### src/rtl/demux4_router_pkg.sv
// Shared constants for the 1-to-4 demultiplexing router: bus widths, channel
// count, slot state encodings and a select decoder.
package demux4_router_pkg;

    localparam int ADDRESS_BUS_WIDTH = 16;
    localparam int DATA_BUS_WIDTH    = 32;
    localparam int NUM_CH            = 4;
    localparam int SEL_W             = 2;
    localparam int COUNT_W           = 8;

    localparam logic [COUNT_W-1:0] COUNT_MAX = 8'hFF;

    // Slot holding-state encodings.
    localparam logic [0:0] SLOT_EMPTY = 1'b0;
    localparam logic [0:0] SLOT_FULL  = 1'b1;

    // One-hot channel mask for a select value.
    function automatic logic [NUM_CH-1:0] sel_onehot(input logic [SEL_W-1:0] sel);
        logic [NUM_CH-1:0] mask;
        mask      = '0;
        mask[sel] = 1'b1;
        return mask;
    endfunction

endpackage

### src/rtl/demux4_slot.sv
// One-entry holding slot for a single router channel (EMPTY/FULL), with an
// optional saturating drain counter built only when DEMUX4_COUNT_EN is defined.
module demux4_slot
    import demux4_router_pkg::*;
#(
    parameter int WIDTH = ADDRESS_BUS_WIDTH
) (
    input  logic               clk,
    input  logic               rst_n,
    input  logic               load_i,
    input  logic [WIDTH-1:0]   data_i,
    input  logic               ready_i,
    output logic [0:0]         state_o,
    output logic               valid_o,
    output logic [WIDTH-1:0]   data_o
`ifdef DEMUX4_COUNT_EN
    ,
    output logic [COUNT_W-1:0] count_o
`endif
);

    logic [0:0]       state_q, state_d;
    logic [WIDTH-1:0] data_q, data_d;
    logic             drain;

    assign drain = (state_q == SLOT_FULL) && ready_i;

    // A load wins over a drain so a simultaneous hand-over keeps the slot FULL.
    always_comb begin
        state_d = state_q;
        data_d  = data_q;
        if (load_i) begin
            state_d = SLOT_FULL;
            data_d  = data_i;
        end else if (drain) begin
            state_d = SLOT_EMPTY;
        end
    end

    always_ff @(posedge clk or negedge rst_n) begin
        if (!rst_n) begin
            state_q <= SLOT_EMPTY;
            data_q  <= '0;
        end else begin
            state_q <= state_d;
            data_q  <= data_d;
        end
    end

    assign state_o = state_q;
    assign valid_o = (state_q == SLOT_FULL);
    assign data_o  = data_q;

`ifdef DEMUX4_COUNT_EN
    logic [COUNT_W-1:0] count_q, count_d;

    always_comb begin
        count_d = count_q;
        if (drain && (count_q != COUNT_MAX)) begin
            count_d = count_q + 1'b1;
        end
    end

    always_ff @(posedge clk or negedge rst_n) begin
        if (!rst_n) begin
            count_q <= '0;
        end else begin
            count_q <= count_d;
        end
    end

    assign count_o = count_q;
`endif

endmodule

### src/rtl/demux4_router.sv
// 1-to-4 valid/ready demultiplexer: routes each accepted word into the
// one-entry slot picked by in_select. Optional counters: DEMUX4_COUNT_EN.
//
// Handshake: a transfer happens on a rising edge where valid && ready are both
// 1. in_ready is combinational from the selected slot state and its sink's
// out_ready, never from in_valid; a source must hold its word until accepted.
module demux4_router
    import demux4_router_pkg::*;
#(
    parameter int WIDTH = ADDRESS_BUS_WIDTH
) (
    input  logic               clk,
    input  logic               rst_n,
    input  logic               in_valid,
    output logic               in_ready,
    input  logic [WIDTH-1:0]   in_data,
    input  logic [SEL_W-1:0]   in_select,
    output logic [NUM_CH-1:0]  out_valid,
    input  logic [NUM_CH-1:0]  out_ready,
    output logic [WIDTH-1:0]   out_data0,
    output logic [WIDTH-1:0]   out_data1,
    output logic [WIDTH-1:0]   out_data2,
    output logic [WIDTH-1:0]   out_data3
`ifdef DEMUX4_COUNT_EN
    ,
    output logic [COUNT_W-1:0] count0,
    output logic [COUNT_W-1:0] count1,
    output logic [COUNT_W-1:0] count2,
    output logic [COUNT_W-1:0] count3
`endif
);

    logic [0:0]        slot_state [NUM_CH];
    logic [WIDTH-1:0]  slot_data  [NUM_CH];
    logic [NUM_CH-1:0] load;
    logic              in_fire;

    // The selected slot can take a word if empty or if it is draining now.
    assign in_ready = (slot_state[in_select] == SLOT_EMPTY) || out_ready[in_select];
    assign in_fire  = in_valid && in_ready;
    assign load     = in_fire ? sel_onehot(in_select) : '0;

`ifdef DEMUX4_COUNT_EN
    logic [COUNT_W-1:0] slot_count [NUM_CH];
`endif

    for (genvar g = 0; g < NUM_CH; g++) begin : g_slot
        demux4_slot #(
            .WIDTH (WIDTH)
        ) u_slot (
            .clk     (clk),
            .rst_n   (rst_n),
            .load_i  (load[g]),
            .data_i  (in_data),
            .ready_i (out_ready[g]),
            .state_o (slot_state[g]),
            .valid_o (out_valid[g]),
            .data_o  (slot_data[g])
`ifdef DEMUX4_COUNT_EN
            ,
            .count_o (slot_count[g])
`endif
        );
    end

    assign out_data0 = slot_data[0];
    assign out_data1 = slot_data[1];
    assign out_data2 = slot_data[2];
    assign out_data3 = slot_data[3];

`ifdef DEMUX4_COUNT_EN
    assign count0 = slot_count[0];
    assign count1 = slot_count[1];
    assign count2 = slot_count[2];
    assign count3 = slot_count[3];
`endif

endmodule

### config.mk
export PLATFORM = sky130hd
export DESIGN_NAME = demux4_router
export DESIGN_NICKNAME = d
export VERILOG_FILES = /design/src/rtl/demux4_router_pkg.sv /design/src/rtl/demux4_slot.sv /design/src/rtl/demux4_router.sv
export SDC_FILE = /design/constraint.sdc
export NUM_CORES = 1
export LEC_CHECK = 0
export CAP_MARGIN = 0
export CORE_UTILIZATION = 30
export CTS_CLUSTER_SIZE = 20
export DETAILED_ROUTE_END_ITERATION = 12
export SLEW_MARGIN = 20
export SYNTH_ARGS = -nofsm -noshare
export SYNTH_HDL_FRONTEND = slang
export SYNTH_SLANG_ARGS = --single-unit
### constraint.sdc
create_clock -name clk -period 1.62 [get_ports clk]
set_input_delay 0.243 -clock clk [delete_from_list [all_inputs] [get_ports clk]]
set_output_delay 0.243 -clock clk [all_outputs]
set_load 0.01 [all_outputs]
==> Yosys cells after proc, flatten, opt, wreduce, memory -nomap -nowiden <==
Index checks and enable logic that the tools add are counted.
{ "word_totals": {"reg_bits": 68, "input_bits": 25, "out_inout_bits": 69} }
{ "classes": {"order_cmp": 3, "mux": 16, "bitwise": 2, "n_reduce_logical": 11} }
{ "ops": {"columns": ["cell", "n"], "rows": [
  ["2-to-1 mux 1 bit", 12],
  ["nonzero test 2 bit", 4],
  ["logical AND 1 bit", 6],
  ["binary-select mux 1 bit (select 2 bit)", 2],
  ["2-to-1 mux 4 bit", 1],
  [">= comparator 3 bit, second input constant", 1],
  ["less-than comparator 2 x 3 -> 1 bit, second input constant", 1],
  ["inverter 2 -> 3 bit", 1],
  ["demux 1 bit (select 2 bit)", 1],
  [">= comparator 2 x 1 -> 1 bit, second input constant", 1],
  ["logical OR 1 bit", 1],
  ["inverter 1 bit", 1]
]} }

==> Longest topological paths before layout <==
Gate-level depths: netlist (run 1).
{ "depth": {"word_depth": 9, "ltp_mapped": 6, "depth_no_buf": 3} }

==> Modules after synthesis <==
Synthesis (run 1) repeated with hierarchy kept, for this count alone.
{ "unflattened": {"cells_unflattened": 161, "area_unflattened_um2": 2864.0} }
{ "by_module_without_submodules": {"columns": ["mod", "n_inst", "cells_per_inst", "area_per_inst_um2", "seq_area_each_um2"], "rows": [
  ["demux4_slot", 4, 38, 690.7, 425.4],
  ["demux4_router", 1, 9, 101.3, 0.0]
]} }

==> Worst setup path after synthesis (run 1) <==
OpenSTA, ideal clock, no wires.
{ "synth_timing": {"path_type": "register to register", "start": "register g_slot[1].u_slot.state_q", "end": "register g_slot[1].u_slot.data_q[10]", "t_arrival_ns": 1.276, "t_required_ns": 1.495, "path_slack_ns": 0.219, "path_stages_with_launch": 5, "n_path_buf": 1, "period_less_slack_ns": 1.401, "cell_sequence": "dfrtp_1 > nand2b_1 > nor3b_4 > buf_12 > mux2_4"} }
{ "synth_via": {"elab_chain_len": 7} }
{ "synth_rtl": {"columns": ["element", "line", "text"], "rows": [
  ["from (decl)", "demux4_slot.sv:22", "logic [0:0] state_q, state_d;"],
  ["from (signal assigned)", "demux4_slot.sv:45", "state_q <= state_d;"],
  ["binary-select mux 1 bit (select 2 bit)", "demux4_router.sv:39", "assign in_ready = (slot_state[in_select] == SLOT_EMPTY) || out_ready[in_select];"],
  ["2-to-1 mux 1 bit (not written as such) (2 in series)", "demux4_router.sv:39", null],
  ["inverter 1 bit", "demux4_router.sv:39", null],
  ["logical OR 1 bit", "demux4_router.sv:39", null],
  ["logical AND 1 bit", "demux4_router.sv:40", "assign in_fire = in_valid && in_ready;"],
  ["2-to-1 mux 4 bit", "demux4_router.sv:41", "assign load = in_fire ? sel_onehot(in_select) : '0;"],
  ["to (signal assigned)", "demux4_slot.sv:46", "data_q <= data_d;"],
  ["to (decl)", "demux4_slot.sv:23", "logic [WIDTH-1:0] data_q, data_d;"]
]} }
No other way between the ends. The select of a mux whose other input is x is not followed.
A chain may end at the register's enable or synchronous reset.

==> Final worst setup path (run 1) <==
{ "layout_timing": {"start": "input port out_ready[1]", "end": "output port in_ready"} }
{ "layout_via": {"elab_chain_len": 3} }
{ "layout_rtl": {"columns": ["element", "line", "text"], "rows": [
  ["from (decl)", "demux4_router.sv:19", "input logic [NUM_CH-1:0] out_ready,"],
  ["binary-select mux 1 bit (select 2 bit)", "demux4_router.sv:39", null],
  ["2-to-1 mux 1 bit (not written as such)", "demux4_router.sv:39", null],
  ["logical OR 1 bit", "demux4_router.sv:39", null],
  ["to (decl)", "demux4_router.sv:15", "output logic in_ready,"]
]} }
No other way between the ends. The select of a mux whose other input is x is not followed.

==> out/results.ini, run 1 <==
[logic_synthesis]
syn_area_sq_um = 2720
yosys_register_bits = 68
avgSynthCellArea_sq_um = 17.0
yosysWarnings = 0
synth.area.mux_share = 0.291
syn_inst = 160
synth.largest_area_cell = dfrtp_1
synth_cell_types = 18
synth_fa_ha_area_frac = 0
yosysTopAreaCellShare = 0.626
synth-compound-area-share = 0.00184
synth_area_leaders = dfrtp_1 (63%), mux2_2 (22%), mux2_4 (6.6%)
yosysSeqAreaShare = 0.626
synth_xor_area_frac = 0
synth_top_family_by_area = multiplexers
synthSimpleGateAreaFrac = 0.0446
syn_nets = 185

[place]
globalplace.congestion = 0.695
io_buffer_count = 93
hpwl_microns = 4070
place_area_sq_um = 3890

[finish]
final_cell_mix = clkdlybuf4s50_1 (89), dfrtp_1 (68), mux2_2 (52)
syn_to_final_growth_pct = 51.5
final_common_cell = clkdlybuf4s50_1
stdcell_area_sq_um = 4120
diodes = 0
nets = 295
fin_util = 0.470
layout-drive-gt1-share = 0.387

[clock_network]
clkLatencyLatePin_ns = 0.34
clockBufferDepth = 2
cts_root_buf = clkbuf_8
clock-sinks = 68
cts_setup_buffers = 0
htree_levels = 3
cts_tree = yes
cts_buffers = 9
clk_pin_slew_ns = 0.08

[floorplan]
dieArea_sq_um = 9450
std_cell_rows = 34
coreArea_sq_um = 8760
die_y_microns = 97.2
die_x_microns = 97.2
start_util = 0.310
io_pins = 94

[routing]
via_per_inst = 4.41
first_pass_iters = 4
wire_per_inst_microns = 15.3
first_iter_violations = 27
ant_nets = 0
drc = 0
totalWireLength_microns = 5840
vias = 1686

[timing]
finalHoldViolations = 0
whs_ns = 0.438
tightest_slew_ns = 0.385
report.final.slew_viol_count = 0
finalCritPeriodShare = 1.02
finalWorstSetupSlack_ns = -0.0348
fin_crit_ns = 1.65
setup_viol = 1
fin_worst_skew_ns = 0.0111
fmax_ghz = 0.604
tns_ns = -0.0348
rsz0062_at_grt = true
slew_headroom = 0.743

[run_status]
outcome = finished, violations left
violations = setup timing

[worst_setup_path]
r2r_slack_ns = 0.11
cp.arrival_ns = 1.41
critPathCaptureType = primary output
worst_r2r_path_depth = 5
cp-start-kind = primary input
required_ns = 1.38
setup.worst_path.class = primary input to primary output
path_max_fanout = 2

[grt]
grt_pass1_wl_microns = 9760
grt_pass1_vias = 1773
gr-usage-all-layers = 0.134
antenna_found_initial = 0
overflow = 0
grt_max_degree = 69

[power]
peakVddDrop_uv = 434
p_per_area_nw_per_um2 = 1270
cellLeakagePower_nw = 1.75

[run]
cap_violations = 0

[hold_path]
hold_path_class = primary input to async pin

[Yosys cell counts, drive strengths merged]
cell    count
nand3       1
mux4        1
nand2b      4
buf        11
nor3b       1
and3        1
nand3b      1
nor2b       2
mux2       64
dfrtp      68
nand2       5
o21ai       1
[area by class of cell]
class	instances	area, sq um
flip-flops and latches	68	1700
well taps	108	135
clock inverters	6	88.8
clock buffers	9	124
repair buffers	110	1140
multi-input cells	81	925
fillers	799	4640
[final timing paths]
check                                           start                          to
max                                      out_ready[1]                    in_ready
min                                             rst_n    g_slot[1].u_slot.state_o
max reg2reg                  g_slot[1].u_slot.state_o  g_slot[1].u_slot.data_o[0]
min reg2reg                g_slot[0].u_slot.data_o[8]  g_slot[0].u_slot.data_o[8]
max in group asynchronous                       rst_n    g_slot[0].u_slot.state_o
min in group clk                         in_select[1]    g_slot[2].u_slot.state_o
[where the power goes]
part	internal (mW)	switching [mW]	leakage (nW)
Combinational	0.980	0.507	0.838
Clock	0.861	0.656	0.102
Sequential	2.04	0.174	0.810
Total	3.88	1.34	1.75
[sequential cells by signal, summed over array words and instances, names as in the netlist]
| signal | cells |
|---|---|
| g_slot.u_slot.state_o | 4 |
| g_slot.u_slot.data_o | 64 |
[critical path: stages]
cell             delay [ns]
clkdlybuf4s50_1        0.39
nand2b_1               0.16
mux4_2                 0.48
buf_6                  0.14
[layer usage]
layer  global-route usage  vias to the layer above  share of wire
met5                    0                        -              0
met4               0.0586                        0          0.012
met3               0.0417                        8          0.059
met2                0.204                       63           0.48
met1                0.175                      837           0.45
li1                     -                      778              -
[metrics by stage]
step	total power [mW]	std cells	setup WS [ns]
floorplan	2.82	160	0.219
global placement	3.73	366	-0.427
detailed placement	3.76	366	-0.434
CTS	5.32	382	-0.0672
global route	5.49	382	-0.105
finish	5.22	382	-0.0348
[cell families after synthesis]
kind of cell | after synthesis
AOI/OAI and AO/OA | 1
and+or+nand+nor | 15
buffers and inverters | 11
muxes | 65
DFF | 68
[what timing repair did]
item                                    CTS  global route
hold buffers                              1             0
endpoints found under the setup margin    1             4
endpoints found under the hold margin    68             0
gates resized for setup                   8             2
gates cloned                              0             0
(Power assumes the default switching activity.)
==> run 2: changes to the inputs <==
--- a/config.mk
+++ b/config.mk
@@ -5,7 +5,9 @@
 export SDC_FILE = /design/constraint.sdc
 export NUM_CORES = 1
 export LEC_CHECK = 0
+export ABC_AREA = 1
 export CAP_MARGIN = 0
+export CORE_MARGIN = 1
 export CORE_UTILIZATION = 30
 export CTS_CLUSTER_SIZE = 20
 export DETAILED_ROUTE_END_ITERATION = 12
==> run 2 against run 1 <==
The run now ends clean. Area after synthesis increased by 12%. Die area increased by 12%. Largest power group unchanged. Maximum frequency increased by 4.9%. Clock power decreased by 9%. Largest cell class unchanged. Combinational power increased by 3%. Clock-buffer cell count increased by 3. Final area increased by 6.7%. Clock skew decreased by 0.0015 ns. Flip-flop and latch count unchanged. Register-to-register slack improved by 0.05 ns. Global-route usage increased by 5.2 points.
==> out/results.ini, run 2 <==
[floorplan]
coreArea_sq_um = 9820  ; +12%
die_y_microns = 103  ; +5.8%
io_pins = 94  ; unchanged
dieArea_sq_um = 10600  ; +12%
std_cell_rows = 36  ; +5.9%
start_util = 0.311  ; +0.000401
die_x_microns = 103  ; +5.8%

[routing]
first_iter_violations = 100  ; +270%
vias = 2715  ; +61%
drc = 0  ; unchanged
wire_per_inst_microns = 15.9  ; +4.3%
totalWireLength_microns = 9010  ; +54%
first_pass_iters = 4  ; unchanged
ant_nets = 0  ; unchanged
via_per_inst = 4.81  ; +8.9%

[timing]
whs_ns = 0.367  ; -0.0706 ns
slew_headroom = 0.724  ; -0.0193
fmax_ghz = 0.634  ; +4.9%
tightest_slew_ns = 0.414  ; +0.0289 ns
report.final.slew_viol_count = 0  ; unchanged
finalHoldViolations = 0  ; unchanged
tns_ns = 0  ; +0.0348 ns
finalCritPeriodShare = 0.973  ; -0.0482
fin_worst_skew_ns = 0.00962  ; -0.00148 ns
finalWorstSetupSlack_ns = 0.0433  ; +0.0780 ns
fin_crit_ns = 1.58  ; -0.0780 ns
rsz0062_at_grt = false
setup_viol = 0  ; -1

[finish]
final_common_cell = nand2_1
diodes = 0  ; unchanged
layout-drive-gt1-share = 0.144  ; -0.243
nets = 452  ; +53%
largest_register_ffs = 64  ; unchanged
stdcell_area_sq_um = 4390  ; +6.7%
final_cell_mix = nand2_1 (136), clkdlybuf4s50_1 (85), dfrtp_1 (68)
instances_no_fill = 565  ; +48%
syn_to_final_growth_pct = 44.0
fin_util = 0.447  ; -0.0226
fillers = 1021  ; +28%

[logic_synthesis]
avgSynthCellArea_sq_um = 9.39  ; -45%
synth-async-reset-ratio = 1.00  ; unchanged
syn_inst = 325  ; +100%
yosysWarnings = 0  ; unchanged
synth_ff_type = dfrtp_1
synth_cell_types = 21  ; +3
synth_area_leaders = dfrtp_1 (56%), nand2_1 (17%), nand4_1 (13%)
synth_edf_count = 0  ; unchanged
syn_area_sq_um = 3050  ; +12%
yosysTopAreaCellShare = 0.558  ; -0.0680
synth.largest_area_cell = dfrtp_1
yosys_register_bits = 68  ; unchanged
synthTopCellsByCount = nand2_1 (137), dfrtp_1 (68), nand4_1 (64), buf_6 (7)
yosysSeqAreaShare = 0.558  ; -0.0680
post-synth-top-count-cell = nand2_1
syn_nets = 350  ; +89%

[place]
placedCellCount = 545  ; +49%
io_buffer_count = 93  ; unchanged
place_area_sq_um = 4140  ; +6.4%
globalplace.congestion = 0.840  ; +21%
dp_slack_ns = -0.429  ; +0.00519 ns
hpwl_microns = 6220  ; +53%

[worst_setup_path]
crit_family = buffers and inverters
required_ns = 1.38  ; about the same
startpoint = g_slot[2].u_slot.state_o
cp_slowest_cell = clkdlybuf4s50_1
crit_cells = 2  ; -2
crit_path_end = out_valid[2]
worstPathCellList = buf_4 -> clkdlybuf4s50_1
slowest_delay_ns = 0.52  ; +0.04 ns
crit_buf_inv = 2  ; unchanged
r2r_slack_ns = 0.16  ; +0.05 ns
worst_r2r_path_depth = 9  ; +4
r2r_end = g_slot[0].u_slot.data_o[4]
path_max_fanout = 2  ; unchanged
critPathCaptureType = primary output
cp.arrival_ns = 1.33  ; -0.08 ns
setup.worst_path.class = register to primary output
rr_startpoint = g_slot[3].u_slot.state_o
cp-start-kind = register

[grt]
gr-usage-all-layers = 0.186  ; +0.0524
grt_pass1_vias = 2808  ; +58%
overflow = 0  ; unchanged
grtUsageMet2 = 0.293  ; +0.0886
gr-max-usage-layer = met2
grtUsageMet3 = 0.0454  ; +0.00370
antenna_found_initial = 0  ; unchanged
grt_max_degree = 69  ; unchanged
grt_pass1_wl_microns = 14700  ; +51%
use_met1 = 0.247  ; +0.0727

[power]
peakVddDrop_uv = 581  ; +34%
p_per_area_nw_per_um2 = 1170  ; -7.5%
power.total_mw = 5.15  ; -1.4%
cellLeakagePower_nw = 2.15  ; +23%

[clock_network]
cts_root_buf = clkbuf_8
cts_buffers = 9  ; unchanged
clock-sinks = 68  ; unchanged
clkLatencyLatePin_ns = 0.34  ; about the same
htree_levels = 3  ; unchanged
clk_pin_slew_ns = 0.07  ; about the same
cts_tree = yes
clockBufferDepth = 2  ; unchanged

[run]
cap_violations = 0  ; unchanged

[run_status]
outcome = complete, no violations

[hold_path]
hold_path_class = primary input to register

run 2: cell types whose count changed after synthesis, moves of 6 or more:
| cell | delta |
|---|---|
| nand4_1 | +64 |
| mux2_2 | -52 |
| buf_1 | +6 |
| mux2_4 | -12 |
| nand2_1 | +133 |
run 2: logic make-up (layout without fill, tap and decap cells):
logic type      Yosys count  after routing  share of synthesized area
simple gates            217            217                      0.358
compound gates            4              4                    0.00656
flops                    68             68                      0.558
buf+inv                  36            143                     0.0771
run 2: final cells by class:
| class | count | area [sq um] | area share |
|---|---|---|---|
| inverter | 7 | 28.8 | 0.00655 |
| clock buffer | 12 | 145 | 0.0330 |
| clock inverter | 4 | 48.8 | 0.0111 |
| timing repair buffer | 120 | 1180 | 0.269 |
| multi-input combinational | 221 | 1120 | 0.255 |
| sequential | 68 | 1700 | 0.387 |
| tap | 133 | 166 | 0.0379 |
run 2: power breakdown:
part           switching [mW]  internal [mW]
Combinational           0.708          0.820
Sequential              0.200           2.03
Clock                   0.642          0.752
run 2: routing by layer:
layer	vias to the layer above	part of all wire
li1	1303	-
met1	1299	0.46
met2	98	0.46
met3	15	0.065
met4	0	0.015
met5	-	0
run 2: worst min-delay path by stage:
stage / start / to / cells past startpoint
final: in_valid / g_slot[1].u_slot.data_o[4] / 3
after global routing: in_valid / g_slot[2].u_slot.data_o[4] / 3
after CTS: in_valid / g_slot[1].u_slot.data_o[4] / 3
after detailed placement: rst_n / g_slot[0].u_slot.data_o[1] / 2
after global placement: rst_n / g_slot[0].u_slot.data_o[1] / 2
after floorplan: rst_n / g_slot[0].u_slot.data_o[0] / 0
run 2: tightest hold or removal path, cell delays in order:
cell and delay, ns:
buf_2 0.24, nand4_1 0.14, nand2_1 0.05
run 2: what timing repair did:
item,4_1_cts,5_1_grt
setup buffers,3,0
cloned,0,0
hold buffers,1,0
endpoints found under the hold margin,68,0
endpoints found under the setup margin,34,24
pin swaps,2,0
resized for setup,11,5
